`config.mk`:
```
export PLATFORM = sky130hd
export DESIGN_NAME = simple_uart
export DESIGN_NICKNAME = d
export VERILOG_FILES = /design/src/rtl/simple_uart_rx.sv /design/src/rtl/simple_uart.sv
export SDC_FILE = /design/constraint.sdc
export NUM_CORES = 1
export LEC_CHECK = 0
export BUFFER_PORTS_ARGS = -buffer_cell sky130_fd_sc_hd__buf_2
export CORE_ASPECT_RATIO = 2
export CORE_MARGIN = 2
export CORE_UTILIZATION = 51
export DETAILED_ROUTE_END_ITERATION = 10
export GPL_TIMING_DRIVEN = 0
export PLACE_DENSITY = 0.73
export SKIP_LAST_GASP = 1
export SYNTH_ARGS = -nofsm -noshare
export SYNTH_HDL_FRONTEND = slang
export SYNTH_SLANG_ARGS = --single-unit
```
`constraint.sdc`:
```
create_clock -name clk -period 5.6 [get_ports clk]
set_input_delay 0.28 -clock clk [delete_from_list [all_inputs] [get_ports clk]]
set_output_delay 0.28 -clock clk [all_outputs]
set_load 0.1 [all_outputs]
```
`src/rtl/simple_uart_rx.sv`:
```
// simple_uart_rx: 8N1 serial receiver with a single-byte holding buffer.
//   clk      in   clock, rising edge
//   resetn   in   synchronous active-low reset
//   i_rx     in   serial receive line, idle high
//   i_period in   bit period in clock cycles (already clamped to >= 2)
//   i_re     in   read strobe, clears o_valid
//   o_data   out  last completed byte
//   o_valid  out  o_data holds an unread byte
module simple_uart_rx (
  input  logic        clk,
  input  logic        resetn,
  input  logic        i_rx,
  input  logic [31:0] i_period,
  input  logic        i_re,
  output logic [7:0]  o_data,
  output logic        o_valid
);

  localparam logic [3:0] ST_IDLE  = 4'd0;
  localparam logic [3:0] ST_START = 4'd1;
  localparam logic [3:0] ST_DATA0 = 4'd2;
  localparam logic [3:0] ST_DATA7 = 4'd9;
  localparam logic [3:0] ST_STOP  = 4'd10;

  logic [3:0]  r_state;
  logic [31:0] r_cnt;
  logic [7:0]  r_byte;
  logic [7:0]  r_buf;
  logic        r_valid;
  logic [31:0] w_half;
  logic        w_bit_end;
  logic        w_done;

  assign w_half    = i_period >> 1;
  assign w_bit_end = (r_cnt >= i_period - 32'd1);
  // A completing byte takes priority over a read in the same cycle.
  assign w_done    = (r_state == ST_STOP) && w_bit_end;

  always_ff @(posedge clk) begin
    if (!resetn) begin
      r_state <= ST_IDLE;
      r_cnt   <= '0;
      r_byte  <= '0;
      r_buf   <= '0;
      r_valid <= 1'b0;
    end else begin
      if (w_done) begin
        r_buf   <= r_byte;
        r_valid <= 1'b1;
      end else if (i_re) begin
        r_valid <= 1'b0;
      end

      case (r_state)
        ST_IDLE: begin
          r_cnt <= '0;
          if (!i_rx) r_state <= ST_START;
        end
        ST_START: begin
          // Sample near the middle of the start bit; a high line here is a glitch.
          if (r_cnt >= w_half - 32'd1) begin
            r_cnt   <= '0;
            r_state <= i_rx ? ST_IDLE : ST_DATA0;
          end else begin
            r_cnt <= r_cnt + 32'd1;
          end
        end
        ST_STOP: begin
          if (w_bit_end) begin
            r_cnt   <= '0;
            r_state <= ST_IDLE;
          end else begin
            r_cnt <= r_cnt + 32'd1;
          end
        end
        default: begin
          if (r_state >= ST_DATA0 && r_state <= ST_DATA7) begin
            if (w_bit_end) begin
              r_cnt   <= '0;
              r_byte  <= {i_rx, r_byte[7:1]};
              r_state <= r_state + 4'd1;
            end else begin
              r_cnt <= r_cnt + 32'd1;
            end
          end else begin
            r_cnt   <= '0;
            r_state <= ST_IDLE;
          end
        end
      endcase
    end
  end

  assign o_data  = r_buf;
  assign o_valid = r_valid;

endmodule

```
`src/rtl/simple_uart.sv`:
```
// simple_uart: register-mapped 8N1 UART with programmable baud divider.
//   clk          in   clock, rising edge
//   resetn       in   synchronous active-low reset
//   ser_tx       out  serial transmit line, idle high
//   ser_rx       in   serial receive line, idle high
//   reg_div_we   in   per-byte write enables for the divider
//   reg_div_di   in   divider write data
//   reg_div_do   out  current divider value
//   reg_dat_we   in   transmit write strobe (byte in reg_dat_di[7:0])
//   reg_dat_re   in   receive read strobe
//   reg_dat_di   in   transmit data
//   reg_dat_do   out  received byte zero-extended, or all ones if none
//   reg_dat_wait out  transmit write stalled
module simple_uart #(
  parameter logic [31:0] DEFAULT_DIV = 32'd1
) (
  input  logic        clk,
  input  logic        resetn,
  output logic        ser_tx,
  input  logic        ser_rx,
  input  logic [3:0]  reg_div_we,
  input  logic [31:0] reg_div_di,
  output logic [31:0] reg_div_do,
  input  logic        reg_dat_we,
  input  logic        reg_dat_re,
  input  logic [31:0] reg_dat_di,
  output logic [31:0] reg_dat_do,
  output logic        reg_dat_wait
);

  localparam logic [3:0] FRAME_BITS = 4'd10;
  localparam logic [3:0] DUMMY_BITS = 4'd15;

  logic [31:0] r_div;
  logic [9:0]  r_tx_shift;
  logic [3:0]  r_tx_bitcnt;
  logic [31:0] r_tx_cnt;
  logic        r_tx_dummy;
  logic [31:0] w_period;
  logic        w_tx_busy;
  logic [7:0]  w_rx_data;
  logic        w_rx_valid;
  logic        w_unused_di;

  assign w_unused_di = ^reg_dat_di[31:8];
  assign w_period    = (r_div < 32'd2) ? 32'd2 : r_div;
  assign w_tx_busy   = (r_tx_bitcnt != 4'd0);

  always_ff @(posedge clk) begin
    if (!resetn) begin
      r_div <= DEFAULT_DIV;
    end else begin
      for (int unsigned i = 0; i < 4; i++) begin
        if (reg_div_we[i]) r_div[8*i +: 8] <= reg_div_di[8*i +: 8];
      end
    end
  end

  // Bit counter doubles as busy flag; the shift register refills with ones so
  // the line returns high after the stop bit.
  always_ff @(posedge clk) begin
    if (!resetn) begin
      r_tx_shift  <= '1;
      r_tx_bitcnt <= '0;
      r_tx_cnt    <= '0;
      r_tx_dummy  <= 1'b1;
    end else begin
      if (!w_tx_busy && r_tx_dummy) begin
        r_tx_shift  <= '1;
        r_tx_bitcnt <= DUMMY_BITS;
        r_tx_cnt    <= '0;
        r_tx_dummy  <= 1'b0;
      end else if (!w_tx_busy && reg_dat_we) begin
        r_tx_shift  <= {1'b1, reg_dat_di[7:0], 1'b0};
        r_tx_bitcnt <= FRAME_BITS;
        r_tx_cnt    <= '0;
      end else if (w_tx_busy) begin
        if (r_tx_cnt >= w_period - 32'd1) begin
          r_tx_shift  <= {1'b1, r_tx_shift[9:1]};
          r_tx_bitcnt <= r_tx_bitcnt - 4'd1;
          r_tx_cnt    <= '0;
        end else begin
          r_tx_cnt <= r_tx_cnt + 32'd1;
        end
      end
      // Placed last so a divider write always re-arms the resync pattern.
      if (|reg_div_we) r_tx_dummy <= 1'b1;
    end
  end

  simple_uart_rx u_rx (
    .clk      (clk),
    .resetn   (resetn),
    .i_rx     (ser_rx),
    .i_period (w_period),
    .i_re     (reg_dat_re),
    .o_data   (w_rx_data),
    .o_valid  (w_rx_valid)
  );

  assign ser_tx       = r_tx_shift[0];
  assign reg_div_do   = r_div;
  assign reg_dat_wait = reg_dat_we && (w_tx_busy || r_tx_dummy);
  assign reg_dat_do   = w_rx_valid ? {24'd0, w_rx_data} : '1;

endmodule

```
After elaboration in Yosys (flattened, before gate mapping):

Index checks and enable logic that the tools add are counted.

* add/sub/neg operators: 6
* multipliers: 0
* div/mod/pow operators: 0
* $lt $le $gt $ge: 6
* equal/unequal tests: 6
* shifts and indexed selects: 0
* mux-type cells: 23
* bitwise operators: 2
* reductions and logical operators: 22

Operators by type and width (count)
* 32-bit 2-to-1 mux: 6
* 32-bit greater-or-equal comparator: 3
* 32-bit one-hot mux with 3 select lines: 1
* 32-bit by 1-bit adder with 32-bit output (second input constant): 2
* 4-bit 2-to-1 mux: 9
* 32-bit by 2-bit less-than comparator with 1-bit output (second input constant): 1
* 31-bit by 1-bit subtractor with 32-bit output (second input constant): 1
* 32-bit by 1-bit subtractor with 32-bit output (second input constant): 1
* 9-bit 2-to-1 mux: 3
* 4-bit one-hot mux with 3 select lines: 1
* 2-bit nonzero test: 3
* 3-bit nonzero test: 2
* 3-bit OR reduction: 2
* 1-bit logical AND: 5
* 5-bit OR reduction: 1
* 4-bit by 1-bit adder with 4-bit output (second input constant): 1
* 4-bit by 1-bit equality test with 1-bit output (second input constant): 1
* 4-bit equality test (second input constant): 1
* 4-bit by 2-bit greater-or-equal comparator with 1-bit output (second input constant): 1
* 4-bit less-or-equal comparator (second input constant): 1
* 4-bit logical NOT: 1
* 2-bit by 1-bit inequality test with 1-bit output (second input constant): 2
* 4-bit by 3-bit inequality test with 1-bit output (second input constant): 1
* 2-bit AND reduction: 2
* 11 further kinds: 13

* register bits after elaboration: 131
* latch bits: 0
* RAM bits: 0
* ROM bits: 0
* input bits: 73
* output and inout bits: 66
* memories kept: 0

Depth between registers and ports, before layout:

* depth after elaboration: 8
* gate-level depth with buffers: 26
* depth with buffers taken out: 23

Modules after synthesis:

Synthesis repeated with hierarchy kept, for this count alone.

* cells, all modules: 1155
* area, all modules: 9542.9 um^2

Modules (own cells, without submodules)
* simple_uart: times used 1, cells an instance 560, area an instance 4800.9 um^2, sequential area each 1561.5 um^2
* simple_uart_rx: times used 1, cells an instance 595, area an instance 4742.0 um^2, sequential area each 1061.0 um^2

Worst setup path after synthesis:

OpenSTA, ideal clock, no wires.

* path kind: flip-flop to flip-flop
* start point: reg r_div[20] (netlist: reg_div_do[20])
* end point: reg u_rx.r_state[2]
* arrival: 6.237 ns
* data required time: 5.485 ns
* path slack: -0.752 ns
* cell stages (with the launch flop): 25
* path buffers: 1
* cells stage by stage: dfxtp_1 > clkbuf_1 > or4_1 > nor2_1 > nand3_1 > nor2_1 > nor2_1 > ha_1 > nor3b_1 > nand4b_1 > nor4_1 > and3_1 > nor3b_1 > nand2_1 > xor2_1 > ha_1 > a21o_1 > a21oi_1 > nor2b_1 > a2111oi_0 > nand3_1 > a31oi_1 > a311oi_2 > and3_1 > a31o_1

* cells in the longest elaborated chain, start to end: 6

Ends and longest elaborated chain
* start: declaration: line simple_uart.sv:34 `logic [31:0] r_div;`
* start signal: indexed assignment: line simple_uart.sv:54 `if (reg_div_we[i]) r_div[8*i +: 8] <= reg_div_di[8*i +: 8];`
* 32-bit by 2-bit less-than comparator with 1-bit output: line simple_uart.sv:46 `assign w_period = (r_div < 32'd2) ? 32'd2 : r_div;`
* 32-bit 2-to-1 mux *: line simple_uart.sv:46
* 32-bit by 1-bit subtractor with 32-bit output or 31-bit by 1-bit subtractor with 32-bit output (tied branches): line simple_uart_rx.sv:35, simple_uart_rx.sv:61
* 32-bit greater-or-equal comparator (on tied branches): line simple_uart_rx.sv:35, simple_uart_rx.sv:61
* 4-bit by 3-bit inequality test with 1-bit output (no line) or 2-bit by 1-bit inequality test with 1-bit output (tied branches)
* 4-bit AND reduction (no line) *
* end signal: assignment: line simple_uart_rx.sv:63 `r_state <= i_rx ? ST_IDLE : ST_DATA0;`
* end signal: assignment: line simple_uart_rx.sv:81 `r_state <= r_state + 4'd1;`
* end: declaration: line simple_uart_rx.sv:25 `logic [3:0] r_state;`

Every way passes the cells marked *; elsewhere a longest branch is shown, timed or not.
A chain may end at the register's enable or synchronous reset.

Final worst setup path:

* start point: reg r_div[20] (netlist: reg_div_do[20])
* end point: reg u_rx.r_state[3]

Same word-level chain as after synthesis.

==> impl_metrics.toml <==
[die]
core-area_um2 = 17100
die_area_um2 = 18410
fp-row-count = 68
initial_core_util_pct = 51.54
ios = 139
die_h_um = 189.9
dieWidth_um = 96.96

[yosys]
synth.most_common_cell = "nor2_1"
synth_compound_area_share_pct = 10.85
synthesis.area_um2 = 8813
synth_area_leader_cell = "dfxtp_1"
synthMuxAreaShare_pct = 5.565
ys_ff_latch = 131
yosysWarnings = 0
ys_seq_area_share_pct = 29.76
async_reset_ff_share_pct = 0
synth_top_area_share_pct = 29.76
synth_commonest_cells = "143 x nor2_1, 131 x dfxtp_1, 103 x ha_1"
synth_edf_count = 0
syn_nets = 1204
synth_xor_area_share_pct = 11.68
synthAdderAreaFrac_pct = 14.62
synth_top_flop_cell = "dfxtp_1"
syn_avg_cell_area_um2 = 8.573
synthSimpleGateAreaFrac_pct = 22.77
synth_top_family_by_area = "simple AND/OR/NAND/NOR gates"
yosys-top-cells-area = "dfxtp_1 30%, ha_1 15%, xor2_1 6.4%"
postSynthCellCount = 1028
synth_cell_types = 72

[min_path]
hp-class = "primary input to flop"

[critical_path]
cpPeakStageDelay_ns = 0.59
arrival_ns = 5.74
crit_slowest_cell = "or4_4"
worst-path-max-fanout = 9
start_kind = "flop"
cp-end-kind = "flop"
required_ns = 5.94
path_cells = "or4_4 -> nor2_2 -> nand3_2 -> or2_2 -> nand2_1 -> ha_1 -> nor3b_4 -> nand2_4 -> nor2_4 -> nand2_1 -> nor2_1 -> xnor2_1 -> ha_1 -> nand4_1 -> nor4_4 -> and2_1 -> a31oi_4 -> a311oi_4 -> a41oi_1 -> a211oi_1"
path_buf_inv = 0
critPathTopFamily = "simple AND/OR/NAND/NOR gates"
r2r_slack_ns = 0.20
worstSetupPathType = "flop to flop"

[grt]
antenna_found_initial = 1
grt_max_degree = 26
grt_pass1_wl_um = 37900
track_usage_pct = 25.55
grt_pass1_vias = 7806
grt-ovfl-total = 0

[sta]
max_slew.worst_pin.slew_ns = 0.8114
worst_clock_skew_ns = 0.009284
finalSetupViolations = 0
fin_hold_ws_ns = 0.06763
max-slew-margin-rel_pct = 45.91
hold_viol = 0
finalCritPeriodShare_pct = 96.41
fmax_mhz = 185.2
drv_slew = 0
setup_tns_ns = 0
layout_min_cycle_time_ns = 5.399

[cts]
hold_buffers = 0
tritoncts = "yes"
clk_path_buf_depth = 2
worstSkewPairLatency_ns = 0.43
root_buffer = "clkbuf_16"
cts_buffers = 17
cts_num_sinks = 131
clk_pin_slew_ns = 0.06
htree_levels = 4

[detailed_routing]
vias_per_cell = 5.741
drt_iter0_markers = 457
first_pass_iters = 5
routed_wl_um = 23510
drtAntennaViolNets = 0
wire_per_inst_um = 17.04
post-route-drc-count = 0
vias = 7917

[final_layout]
utilization_pct = 61.38
drive_gt1_share_pct = 21.64
multi_input_area_um2 = 5984
nets = 1333
ff_latch_area_um2 = 2665
fill_cells = 1490
syn_to_final_growth_pct = 19.09
antenna_cells = 0

[power_and_ir_drop]
leakage_nw = 4.360
cellPowerDensity_nw_per_um2 = 294.8
ir_worst_vdd_v = 0.0002235

[flow_run]
drv_cap = 0

[placement]
place.gp.congestion = 0.9544
dpl.hpwl_um = 18140
portBuffers = 109

[status]
status = "complete, no violations"
-- repair_timing --
| item | in CTS | in global routing |
|---|---|---|
| buffers inserted | 5 | 6 |
| resized for setup | 27 | 21 |
| pin swaps | 6 | 6 |
| endpoints found under the setup margin | 98 | 97 |
-- final timing paths --
check | start | to | depth (start not counted)
max | reg_div_do[20] | u_rx.r_state[3] | 20
max reg2reg | reg_div_do[20] | u_rx.r_state[3] | 20
min reg2reg | r_tx_shift[1] | r_tx_shift[1] | 1
min | reg_div_di[0] | reg_div_do[0] | 3
-- routing by layer --
layer  vias up  track usage (%)  wire, µm
met3        58            5.180      1232
met2       217            46.61     12280
li1       3881                -         -
met1      3759            27.25      9013
met4         2            13.92       974
met5         -                0         5
-- final cells by class --
type | count | area share, %
Clock inverter | 13 | 1.192
Tap cell | 210 | 2.503
Sequential cell | 131 | 25.39
Inverter | 18 | 0.6437
Buffer | 50 | 3.087
Timing Repair Buffer | 120 | 5.984
Multi-Input combinational cell | 819 | 57.02
Clock buffer | 18 | 4.184
-- report_power, final --
group	switching (mW)	internal, mW	total [mW]
registers	0.0768	0.997	1.07
clock network	0.436	0.625	1.06
logic	0.612	0.348	0.959
total	1.13	1.97	3.09
-- placed cells by master (no fill, tap or decap), types with 4 or more instances in the layout --
master / netlist / routed
nor2_1: 143 / 139
buf_2: 5 / 113
dfxtp_1: 131 / 107
ha_1: 103 / 102
nand2_1: 84 / 84
xor2_1: 64 / 62
xnor2_1: 51 / 51
mux2i_1: 49 / 49
buf_4: 23 / 37
nand3_1: 38 / 36
nand4_1: 28 / 28
nor3_1: 28 / 26
a21oi_1: 26 / 26
o21ai_0: 26 / 24
a21o_1: 19 / 19
dfxtp_2: 0 / 19
and3_1: 18 / 18
inv_1: 17 / 17
clkbuf_16: 0 / 17
clkbuf_1: 25 / 12
nand2b_1: 11 / 11
nor2b_1: 9 / 9
a211oi_1: 9 / 9
a221o_1: 9 / 9
nor4_1: 10 / 8
nor2_2: 4 / 6
or3_1: 6 / 6
o21a_1: 6 / 6
a31oi_1: 8 / 6
and4_1: 5 / 5
dfxtp_4: 0 / 5
buf_6: 4 / 4
and2_1: 4 / 4
o211ai_1: 4 / 4
inv_6: 0 / 4
-- cell families (layout without fill, tap and decap cells) --
group | Yosys count | in the layout
simple gates | 414 | 414
compound gates | 136 | 136
flops | 131 | 131
xor+xnor | 116 | 116
fa+ha+maj | 103 | 103
buf+inv | 78 | 219
mux | 49 | 49
other cells | 1 | 1
-- tightest hold or removal path: stages --
cell     delay (ns)
buf_2          0.07
mux2i_1        0.06
nand2_1        0.06
-- sequential cells by signal, summed over array words and instances, names as in the netlist --
signal,cells
u_rx.r_state,4
r_tx_bitcnt,4
reg_div_do,32
u_rx.r_byte,8
r_tx_cnt,32
u_rx.r_cnt,32
u_rx.o_valid,1
r_tx_dummy,1
u_rx.o_data,8
r_tx_shift,9
-- through the flow --
stage	instance area (µm²)	total power, mW	cells	setup slack, ns
finish	10500	3.094	1379	0.2012
global route	10500	3.260	1379	-0.09551
CTS	10390	3.096	1377	0.02377
detailed placement	9671	1.984	1347	-1.533
global placement	9671	1.952	1347	-1.406
floorplan	8862	1.764	1028	0.004635
Power figures use the tool's default switching activity.
